File: config.mk
export PLATFORM = sky130hd
export DESIGN_NAME = mmio_timer_flat
export DESIGN_NICKNAME = d
export VERILOG_FILES = /design/src/rtl/mmio_timer_pkg.sv /design/src/rtl/mmio_timer_if.sv /design/src/rtl/mmio_timer_prescaler.sv /design/src/rtl/mmio_timer.sv /design/src/flat_wrapper.sv
export SDC_FILE = /design/constraint.sdc
export NUM_CORES = 1
export LEC_CHECK = 0
export ABC_AREA = 1
export BUFFER_PORTS_ARGS = -buffer_cell sky130_fd_sc_hd__buf_4
export CAP_MARGIN = 20
export CORE_AREA = 2 2 86 170
export DETAILED_ROUTE_END_ITERATION = 8
export DIE_AREA = 0 0 88 172
export MAX_ROUTING_LAYER = met4
export PLACE_DENSITY = 0.76
export SYNTH_ARGS = -nofsm -noshare
export SYNTH_HDL_FRONTEND = slang
export SYNTH_SLANG_ARGS = --single-unit
File: constraint.sdc
create_clock -name clock -period 1.8 [get_ports clock]
set_clock_uncertainty 0.15 [all_clocks]
set_input_delay 0.36 -clock clock [delete_from_list [all_inputs] [get_ports clock]]
set_output_delay 0.36 -clock clock [all_outputs]
set_load 0.01 [all_outputs]
File: src/rtl/mmio_timer_pkg.sv
// Shared definitions for the memory-mapped timer: register offsets,
// CTRL/STATUS bit positions and the CTRL register layout.
package mmio_timer_pkg;

    // Byte offsets inside the 32-byte window
    localparam logic [4:0] TMR_CTRL     = 5'h00;
    localparam logic [4:0] TMR_PRESCALE = 5'h04;
    localparam logic [4:0] TMR_LOAD     = 5'h08;
    localparam logic [4:0] TMR_COUNT    = 5'h0C;
    localparam logic [4:0] TMR_STATUS   = 5'h10;

    // CTRL bit positions
    localparam int CTRL_EN   = 0;
    localparam int CTRL_AUTO = 1;
    localparam int CTRL_IE   = 2;

    // STATUS bit positions
    localparam int STATUS_PEND = 0;

    typedef struct packed {
        logic ie;
        logic auto_reload;
        logic en;
    } ctrl_t;

    // Word index of a register, as decoded from m_addr[4:2]
    function automatic logic [2:0] reg_index(input logic [4:0] offset);
        return offset[4:2];
    endfunction

endpackage

File: src/rtl/mmio_timer_if.sv
// CPU data-memory port as seen by the timer.
//
// Bus semantics: there is no handshake stall. A write commits on the rising
// clock edge at which wmem is high and the address hits the window (sel).
// A read is combinational: rdata reflects the addressed register in the same
// cycle while rmem is high and sel is set, and is 0 otherwise. The master
// uses sel to steer rdata onto its read path and to block the memory write.
interface mmio_timer_if;
    logic [31:0] m_addr;
    logic [31:0] d_t_mem;
    logic        wmem;
    logic        rmem;
    logic        sel;
    logic [31:0] rdata;

    modport master (
        output m_addr, d_t_mem, wmem, rmem,
        input  sel, rdata
    );

    modport slave (
        input  m_addr, d_t_mem, wmem, rmem,
        output sel, rdata
    );
endinterface

File: src/rtl/mmio_timer_prescaler.sv
// Prescaler: divides the clock so that one tick occurs every prescale+1
// clocks while enabled. The tick is a compare of the registered counter,
// so it is valid in the same cycle the counter reaches the limit.
module mmio_timer_prescaler #(
    parameter int PRESCALE_W = 16
) (
    input  logic                  clock,
    input  logic                  resetn,
    input  logic                  en,
    input  logic                  clr,
    input  logic [PRESCALE_W-1:0] prescale,
    output logic                  tick
);

    logic [PRESCALE_W-1:0] pcnt;

    assign tick = en & (pcnt == prescale);

    // Count up while enabled; restart on tick, on disable and on a CTRL write
    always_ff @(posedge clock or negedge resetn) begin
        if (!resetn) begin
            pcnt <= '0;
        end else if (clr || !en || tick) begin
            pcnt <= '0;
        end else begin
            pcnt <= pcnt + PRESCALE_W'(1);
        end
    end

endmodule

File: src/rtl/mmio_timer.sv
// Memory-mapped down-counting timer with prescaler and level interrupt.
// Holds the register file, the down-counter, the pending flag and the
// combinational read mux; the prescaler lives in its own sub-module.
module mmio_timer
    import mmio_timer_pkg::*;
#(
    parameter logic [31:0] BASE_ADDR  = 32'hFFFF_FF00,
    parameter int          PRESCALE_W = 16
) (
    input  logic         clock,
    input  logic         resetn,
    mmio_timer_if.slave  bus,
    output logic         intr0
);

    localparam logic [2:0] IDX_CTRL     = reg_index(TMR_CTRL);
    localparam logic [2:0] IDX_PRESCALE = reg_index(TMR_PRESCALE);
    localparam logic [2:0] IDX_LOAD     = reg_index(TMR_LOAD);
    localparam logic [2:0] IDX_COUNT    = reg_index(TMR_COUNT);
    localparam logic [2:0] IDX_STATUS   = reg_index(TMR_STATUS);

    ctrl_t                 ctrl;
    logic [PRESCALE_W-1:0] prescale;
    logic [31:0]           load;
    logic [31:0]           count;
    logic                  pend;

    logic [2:0]  off;
    logic        wr;
    logic        wr_ctrl;
    logic        wr_prescale;
    logic        wr_load;
    logic        wr_count;
    logic        wr_status;
    logic        tick;
    logic        expiry;
    logic [31:0] rdata;
    logic        unused_addr_bits;

    // Byte lane bits carry no meaning for word registers
    assign unused_addr_bits = ^bus.m_addr[1:0];

    assign bus.sel = (bus.m_addr[31:5] == BASE_ADDR[31:5]);
    assign off     = bus.m_addr[4:2];
    assign wr      = bus.wmem & bus.sel;

    assign wr_ctrl     = wr && (off == IDX_CTRL);
    assign wr_prescale = wr && (off == IDX_PRESCALE);
    assign wr_load     = wr && (off == IDX_LOAD);
    assign wr_count    = wr && (off == IDX_COUNT);
    assign wr_status   = wr && (off == IDX_STATUS);

    // COUNT of 0 or 1 on a tick expires; a bus write to COUNT overrides the tick
    assign expiry = tick && (count <= 32'd1) && !wr_count;

    mmio_timer_prescaler #(
        .PRESCALE_W (PRESCALE_W)
    ) u_prescaler (
        .clock    (clock),
        .resetn   (resetn),
        .en       (ctrl.en),
        .clr      (wr_ctrl),
        .prescale (prescale),
        .tick     (tick)
    );

    // CTRL: bus write wins over the one-shot self-disable
    always_ff @(posedge clock or negedge resetn) begin
        if (!resetn) begin
            ctrl <= '0;
        end else if (wr_ctrl) begin
            ctrl.en          <= bus.d_t_mem[CTRL_EN];
            ctrl.auto_reload <= bus.d_t_mem[CTRL_AUTO];
            ctrl.ie          <= bus.d_t_mem[CTRL_IE];
        end else if (expiry && !ctrl.auto_reload) begin
            ctrl.en <= 1'b0;
        end
    end

    // PRESCALE and LOAD are plain bus-written registers
    always_ff @(posedge clock or negedge resetn) begin
        if (!resetn) begin
            prescale <= '0;
            load     <= '0;
        end else begin
            if (wr_prescale) prescale <= bus.d_t_mem[PRESCALE_W-1:0];
            if (wr_load)     load     <= bus.d_t_mem;
        end
    end

    // Down-counter: bus write first, then reload/clear on expiry, else decrement
    always_ff @(posedge clock or negedge resetn) begin
        if (!resetn) begin
            count <= '0;
        end else if (wr_count) begin
            count <= bus.d_t_mem;
        end else if (tick) begin
            if (count <= 32'd1) begin
                count <= ctrl.auto_reload ? load : 32'd0;
            end else begin
                count <= count - 32'd1;
            end
        end
    end

    // PEND: set on expiry takes priority over write-1-to-clear
    always_ff @(posedge clock or negedge resetn) begin
        if (!resetn) begin
            pend <= 1'b0;
        end else if (expiry) begin
            pend <= 1'b1;
        end else if (wr_status && bus.d_t_mem[STATUS_PEND]) begin
            pend <= 1'b0;
        end
    end

    assign intr0 = pend & ctrl.ie;

    // Read mux: zero unless the window is selected for a read
    always_comb begin
        rdata = '0;
        if (bus.sel && bus.rmem) begin
            case (off)
                IDX_CTRL: begin
                    rdata[CTRL_EN]   = ctrl.en;
                    rdata[CTRL_AUTO] = ctrl.auto_reload;
                    rdata[CTRL_IE]   = ctrl.ie;
                end
                IDX_PRESCALE: rdata[PRESCALE_W-1:0] = prescale;
                IDX_LOAD:     rdata = load;
                IDX_COUNT:    rdata = count;
                IDX_STATUS:   rdata[STATUS_PEND] = pend;
                default:      rdata = '0;
            endcase
        end
    end

    assign bus.rdata = rdata;

endmodule

File: src/flat_wrapper.sv
// flat-port wrapper written by rule: the top's interface ports become plain ports
module mmio_timer_flat import mmio_timer_pkg::*;
#(
    parameter logic [31:0] BASE_ADDR  = 32'hFFFF_FF00,
    parameter int          PRESCALE_W = 16
)
  (clock, resetn, intr0, bus_m_addr, bus_d_t_mem, bus_wmem, bus_rmem, bus_sel, bus_rdata);
  mmio_timer_if bus_i ();
  input  logic clock;
  input  logic resetn;
  output logic intr0;
  input wire logic [$bits(bus_i.m_addr)-1:0] bus_m_addr;
  input wire logic [$bits(bus_i.d_t_mem)-1:0] bus_d_t_mem;
  input wire logic [$bits(bus_i.wmem)-1:0] bus_wmem;
  input wire logic [$bits(bus_i.rmem)-1:0] bus_rmem;
  output wire logic [$bits(bus_i.sel)-1:0] bus_sel;
  output wire logic [$bits(bus_i.rdata)-1:0] bus_rdata;
  assign bus_i.m_addr = bus_m_addr;
  assign bus_i.d_t_mem = bus_d_t_mem;
  assign bus_i.wmem = bus_wmem;
  assign bus_i.rmem = bus_rmem;
  assign bus_sel = bus_i.sel;
  assign bus_rdata = bus_i.rdata;
  mmio_timer #(.BASE_ADDR(BASE_ADDR), .PRESCALE_W(PRESCALE_W)) u_core (.clock(clock), .resetn(resetn), .bus(bus_i), .intr0(intr0));
endmodule
==> flow_metrics.tcl, run 1 <==
set metrics [dict create \
    status "aborted with a tool error" \
    haltStage "5_1_grt" \
    error "[ERROR GRT-0232] Routing congestion too high. Check the congestion heatmap in the GUI." \
    synthTopCellsByCount "nand2_1, nor2_1, inv_1, dfrtp_1, nand3_1" \
    synth.area.top_cells "dfrtp_1, nand2_1, nor2_1" \
    dp_hpwl_mm 20.4 \
    syn_avg_cell_area_um2 6.41 \
    clockBufferDepth 2 \
    htree_levels 3 \
    rows 61 \
    ios 102 \
    die_y_um 172 \
    grt-ovfl-total 8 \
    synth_cell_types 39 \
    ys_seq_elements 100 \
    die_w_um 88 \
    yosys_warnings 0 \
    syn-instance-count 1116 \
    synth-edff-count 0 \
    synthFlopType "dfrtp_1" \
    synthArstFlopShare 1.00 \
    port_buffers 99 \
    synth.yosys.seq_area_share 0.350 \
    crit_endpoint "u_core.count[14]$_DFFE_PN0P_/D" \
    start_util 0.518 \
    cts_made_buffers 9 \
    gp_congestion 1.03 \
    cts_root_buffer "clkbuf_16" \
    dp_cells 1563 \
    yosys.area.top_type "dfrtp_1" \
    endpoint_type "register data pin" \
    cts_num_sinks 100 \
    grtUsageTotal 0.659 \
    grt_max_degree 37 \
    yosys.cell_count.top_type "nand2_1" \
    syn-num-nets 1187 \
    synth_area_um2 7150 \
    synth_top_area_share 0.350 \
]
through the flow:
stage | setup slack, ns | TNS [ns] | cell area [um2] | utilization
floorplan | -0.0717 | -1.84 | 7460 | -
global placement | -0.226 | -17.44 | 9830 | 0.712
detailed placement | -0.267 | -22.74 | 9830 | 0.712
CTS | -0.224 | -9.39 | 11600 | 0.842
metal layers:
layer / GRT overflow / GRT usage
met5: - / -
met4: 5 / 0.674
met3: 0 / 0.387
met2: 3 / 0.880
met1: 0 / 0.622
kinds of logic after synthesis:
family	count (synthesis)	share of synthesized area
simple gates	708	0.421
buf+inv	172	0.102
compound gates	113	0.0971
flops	100	0.350
xor+xnor	20	0.0245
fa+ha+maj	3	0.00525
what timing repair did:
item,CTS
pin swaps,78
hold endpoints to repair,23
hold buffers,1
cloned,10
buffers inserted,40
setup endpoints to repair,83
resized for setup,266
==> run 2: changes to the inputs <==
--- a/config.mk
+++ b/config.mk
@@ -8,11 +8,10 @@
 export ABC_AREA = 1
 export BUFFER_PORTS_ARGS = -buffer_cell sky130_fd_sc_hd__buf_4
 export CAP_MARGIN = 20
-export CORE_AREA = 2 2 86 170
+export CORE_AREA = 2 2 137 139
 export DETAILED_ROUTE_END_ITERATION = 8
-export DIE_AREA = 0 0 88 172
-export MAX_ROUTING_LAYER = met4
-export PLACE_DENSITY = 0.76
+export DIE_AREA = 0 0 139 141
+export PLACE_DENSITY_LB_ADDON = 0.15
 export SYNTH_ARGS = -nofsm -noshare
 export SYNTH_HDL_FRONTEND = slang
 export SYNTH_SLANG_ARGS = --single-unit
==> constraint.sdc (replaced) <==
create_clock -name clock -period 2.34 [get_ports clock]
set_clock_uncertainty 0.15 [all_clocks]
set_input_delay 0.468 -clock clock [delete_from_list [all_inputs] [get_ports clock]]
set_output_delay 0.468 -clock clock [all_outputs]
set_load 0.01 [all_outputs]
==> flow_metrics.tcl, run 2 <==
set metrics [dict create \
    netSwitchingPower_uw 867 \
    insertion_delay_ns 0.36 \
    n_fill_cell 1937 \
    clk_pin_slew_ns 0.08 \
    drive_gt1_frac 0.183 \
    grt-ovfl-total 0 \
    reg2reg_from "u_core.count[0]" \
    setup_viol 0 \
    dp_hpwl_mm 18.2 \
    internal_power_uw 2790 \
    insertedDiodeCount 0 \
    synth-edff-count 0 \
    grt_max_degree 36 \
    syn-num-nets 1187 \
    die_y_um 141 \
    tns_ns 0 \
    synth_area_um2 7150 \
    syn-instance-count 1116 \
    cts_made_buffers 9 \
    yosys.cell_count.top_type "nand2_1" \
    crit_required_ns 1.72 \
    p_leak_uw 0.00439 \
    viasPerCell 5.10 \
    postRouteAntennaNets 0 \
    arrival_ns 1.65 \
    critPathCaptureType "output port" \
    yosys_warnings 0 \
    switching_share 0.237 \
    clockBufferDepth 2 \
    final_common_cell "nand2_1" \
    ys_seq_elements 100 \
    grt_pass1_wl_mm 38.5 \
    nets 1305 \
    wl_per_cell_um 15.9 \
    hold_depth 3 \
    clkPwrFrac 0.460 \
    hp-class "in -> reg" \
    cts_root_buffer "clkbuf_16" \
    wl_mm 23.4 \
    relSlewSlack 0.647 \
    synthTopCellsByCount "nand2_1, nor2_1, inv_1, dfrtp_1, nand3_1" \
    drtIter0Drc 479 \
    path_class "in -> out" \
    path_max_fanout 9 \
    rows 50 \
    cts_setup_buffers 0 \
    whs_endpoint "u_core.count[11]" \
    final_cell_mix "nand2_1, buf_4, nor2_1" \
    htree_levels 3 \
    drc 0 \
    powerDensity_nw_per_um2 413 \
    holdCritStartpoint "bus_d_t_mem[11]" \
    antenna_found_initial 0 \
    reg.largest.list "u_core.count: 32 flops, u_core.load: 32 flops" \
    synth.yosys.seq_area_share 0.350 \
    fin_crit_ns 2.27 \
    r2r-end "u_core.count[22]" \
    syn_avg_cell_area_um2 6.41 \
    maxCapViolCount 0 \
    worstRegToRegCells 11 \
    synth.area.top_cells "dfrtp_1, nand2_1, nor2_1" \
    vias 7507 \
    status "finished clean" \
    synth_top_area_share 0.350 \
    synth_cell_types 39 \
    port_buffers 99 \
    irDropWorstVdd_uv 351 \
    core_um2 18300 \
    final_core_util 0.485 \
    start_util 0.391 \
    cts_tree "built" \
    synthFlopType "dfrtp_1" \
    rsz0062_at_grt "yes" \
    synthArstFlopShare 1.00 \
    dieArea_um2 19600 \
    dr.pass1.iters 5 \
    comb_power_share 0.068 \
    finalCritPeriodShare 0.969 \
    pwr-share-seq 0.472 \
    max_freq_ghz 0.441 \
    critPathLaunchType "primary input" \
    gp_congestion 1.00 \
    grt_pass1_vias 7379 \
    die_w_um 139 \
    cts_num_sinks 100 \
    slew_violations 0 \
    ios 102 \
    syn2layout_area_growth_pct 24.0 \
    ff2ff_setup_slack_ns 0.24 \
    final_hold_viol_count 0 \
    worst_slew_pin_slew_ns 0.529 \
    yosys.area.top_type "dfrtp_1" \
    grtUsageTotal 0.245 \
    fin_total_pwr_uw 3660 \
]
run 2: cell counts after synthesis:
Identical to the previous run, type by type.
run 2: critical path, cell delays in order:
cell and delay [ns]:
buf_4 0.08, nand2_1 0.04, nor2_1 0.11, and2_1 0.13, nand2_1 0.08, nor2_4 0.11, nand2_2 0.09, inv_2 0.10
nand2_4 0.05, buf_12 0.15, nor2_2 0.11, buf_4 0.12
run 2: stage by stage:
step,hold WS [ns],instance area (um2),instances,worst slack [ns]
after CTS,0.184,8780,1473,0.00408
after global placement,0.246,8440,1456,-0.0287
after global routing,0.189,8860,1473,-0.0152
final,0.185,8860,1473,0.0731
after detailed placement,0.247,8440,1456,-0.0319
after floorplan,0.0224,7150,1116,0.183
run 2: power by group through the flow:
stage / Clock [uW] / Combinational (uW) / Sequential (uW)
2_1_floorplan: 0 / 58.9 / 1760
3_3_place_gp: 0 / 243 / 1760
3_5_place_dp: 0 / 244 / 1760
4_1_cts: 1720 / 247 / 1730
5_1_grt: 1780 / 272 / 1730
6_report: 1680 / 247 / 1730
run 2: area by class of cell:
cell class	count	area (um2)	area share
Clock buffer	10	229	0.0258
Multi-Input combinational cell	844	4000	0.451
Tap cell	234	293	0.0330
Clock inverter	6	96.3	0.0109
Sequential cell	100	2500	0.282
Inverter	133	500	0.0565
Timing Repair Buffer	146	1240	0.140
run 2: worst max path at each step:
| stage | startpoint | to | slack [ns] |
|---|---|---|---|
| global placement | bus_m_addr[30] | bus_rdata[0] | -0.03 |
| finish | bus_m_addr[14] | bus_rdata[7] | 0.07 |
| floorplan | bus_m_addr[8] | bus_rdata[12] | 0.18 |
| detailed placement | bus_m_addr[6] | bus_rdata[5] | -0.03 |
| CTS | bus_m_addr[6] | bus_rdata[24] | 0.004 |
| global route | bus_m_addr[31] | bus_rdata[7] | -0.02 |
run 2: routing by layer:
layer | global-route usage | up-vias | share of wire
met2 | 0.423 | 189 | 0.49
met3 | 0.0306 | 36 | 0.038
met5 | 0 | - | 0
met4 | 0.0813 | 0 | 0.022
met1 | 0.321 | 3505 | 0.45
li1 | - | 3777 | -
run 2: cells by family (layout without fill, tap and decap cells):
| kind of cell | count (synthesis) | after routing | share of synthesized area |
|---|---|---|---|
| DFF | 100 | 100 | 0.350 |
| adders and majority gates | 3 | 3 | 0.00525 |
| xor gates and xnor gates | 20 | 20 | 0.0245 |
| AOI/OAI and AO/OA | 113 | 113 | 0.0971 |
| and+or+nand+nor | 708 | 708 | 0.421 |
| buffers and inverters | 172 | 295 | 0.102 |
run 2: what timing repair did:
action / CTS / global route
hold buffers: 1 / 0
pin swaps: 0 / 2
gates cloned: 0 / 0
hold endpoints to repair: 18 / 0
setup endpoints to repair: 11 / 27
gates resized for setup: 2 / 31
(Power assumes the default switching activity.)
==> run 3: changes to the inputs <==
==> constraint.sdc (replaced) <==
create_clock -name clock -period 2.34 [get_ports clock]
set_clock_uncertainty 0.15 [all_clocks]
set_input_delay 0.702 -clock clock [delete_from_list [all_inputs] [get_ports clock]]
set_output_delay 0.702 -clock clock [all_outputs]
set_load 0.01 [all_outputs]
==> flow_metrics.tcl, run 3 (synthesis gave the netlist of run 2 again) <==
set metrics [dict create \
    insertedDiodeCount 0 \
    dp_hpwl_mm 18.6 \
    fin_total_pwr_uw 3630 \
    die_w_um 139 \
    htree_levels 3 \
    slew_violations 0 \
    gp_congestion 0.965 \
    layout_setup_ws_ns -0.371 \
    design_area_um2 9690 \
    cts_tree "built" \
    ios 102 \
    dieArea_um2 19600 \
    nets 1333 \
    dr.pass1.iters 5 \
    crit_chain "buf_6 -> nor2_4 -> nand2_1 -> nor2_2 -> nand2_2 -> nor2_4 -> nand2_4 -> buf_12 -> buf_12 -> nor2_2 -> buf_4" \
    finalCritPeriodShare 1.16 \
    arrival_ns 1.86 \
    grt_pass1_vias 7211 \
    critPathCaptureType "output port" \
    fin_crit_ns 2.71 \
    p_leak_uw 0.00459 \
    viasPerCell 5.13 \
    wl_mm 24.4 \
    relSlewSlack 0.684 \
    violations "negative setup slack" \
    insertion_delay_ns 0.36 \
    die_y_um 141 \
    irDropWorstVdd_uv 343 \
    crit_required_ns 1.49 \
    cts_hold_buf 0 \
    reg2reg_from "u_core.count[0]" \
    final_cell_mix "nand2_1, buf_4, inv_1" \
    start_util 0.391 \
    syn2layout_area_growth_pct 35.5 \
    maxCapViolCount 0 \
    port_buffers 99 \
    wl_per_cell_um 16.3 \
    hp-class "in -> async" \
    final_common_cell "nand2_1" \
    postRouteAntennaNets 0 \
    cts_root_buffer "clkbuf_16" \
    vias 7699 \
    rows 50 \
    max_freq_ghz 0.369 \
    crit_slowest_cell "buf_12" \
    path_max_fanout 9 \
    drtIter0Drc 488 \
    critPathLaunchType "primary input" \
    ff2ff_setup_slack_ns 0.21 \
    critPathMaxStageDelay_ns 0.17 \
    reg.largest.list "u_core.count: 32 flops, u_core.load: 32 flops" \
    drive_gt1_frac 0.236 \
    rsz0062_at_grt "yes" \
    final_hold_viol_count 0 \
    core_um2 18300 \
    cts_made_buffers 9 \
    path_class "in -> out" \
    r2r-end "u_core.count[23]" \
    status "finished with violations" \
    grt_pass1_wl_mm 38.7 \
    worstRegToRegCells 10 \
    clk_pin_slew_ns 0.07 \
    grt_max_degree 33 \
    drc 0 \
    antenna_found_initial 0 \
    place_area_um2 8910 \
    clockBufferDepth 2 \
    grtUsageTotal 0.249 \
    worst_slew_pin_slew_ns 0.469 \
    setup_viol 33 \
    cts_num_sinks 100 \
    grt-ovfl-total 0 \
    powerDensity_nw_per_um2 375 \
]
run 3: metrics by stage:
stage	setup slack (ns)	TNS (ns)	hold WS (ns)	util	cells
final	-0.371	-10.24	0.127	0.530	1501
after global routing	-0.448	-12.30	0.136	0.530	1501
after CTS	-0.360	-10.01	0.128	0.519	1495
after detailed placement	-0.419	-16.71	0.347	0.488	1479
after global placement	-0.417	-16.40	0.343	0.488	1479
after floorplan	-0.216	-6.26	0.256	-	1116
run 3: where the power goes:
part,internal (uW),total [uW],switching [uW]
combinational,138,303,164
sequential,1730,1730,0.000398
clock,851,1600,752
total,2720,3630,916
run 3: worst max path at each step:
stage / start / slack (ns) / end / depth (start not counted)
floorplan: bus_m_addr[20] / -0.22 / bus_rdata[12] / 8
global placement: bus_m_addr[20] / -0.42 / bus_rdata[24] / 11
detailed placement: bus_m_addr[20] / -0.42 / bus_rdata[24] / 11
CTS: bus_m_addr[6] / -0.36 / bus_rdata[20] / 11
global route: bus_m_addr[6] / -0.45 / bus_rdata[18] / 11
finish: bus_m_addr[6] / -0.37 / bus_rdata[17] / 11
run 3: final cells by class:
| type | instances | area, um2 |
|---|---|---|
| Clock buffer | 10 | 229 |
| Clock inverter | 6 | 75.1 |
| Fill cell | 1827 | 8580 |
| Inverter | 133 | 532 |
| Multi-Input combinational cell | 845 | 4420 |
| Sequential cell | 100 | 2500 |
| Tap cell | 234 | 293 |
| Timing Repair Buffer | 173 | 1630 |
run 3: timing repair:
action,in CTS,in global routing
setup buffers,0,5
gates resized for setup,65,31
endpoints found under the hold margin,0,0
pin swaps,2,7
endpoints found under the setup margin,33,33
gates cloned,1,1
run 3: per-layer routing:
metal	vias up	global-route usage	wire length [um]	share of wire
met5	-	0	0	0
met4	0	0.0808	751	0.031
met3	49	0.0360	956	0.039
met2	202	0.430	12100	0.49
met1	3603	0.322	10700	0.44
li1	3845	-	-	-
run 3: worst max-delay path: cells and delay by family:
family                 cells  cell delay, ns
AND/OR/NAND/NOR            7            0.61
buffers and inverters      4            0.54
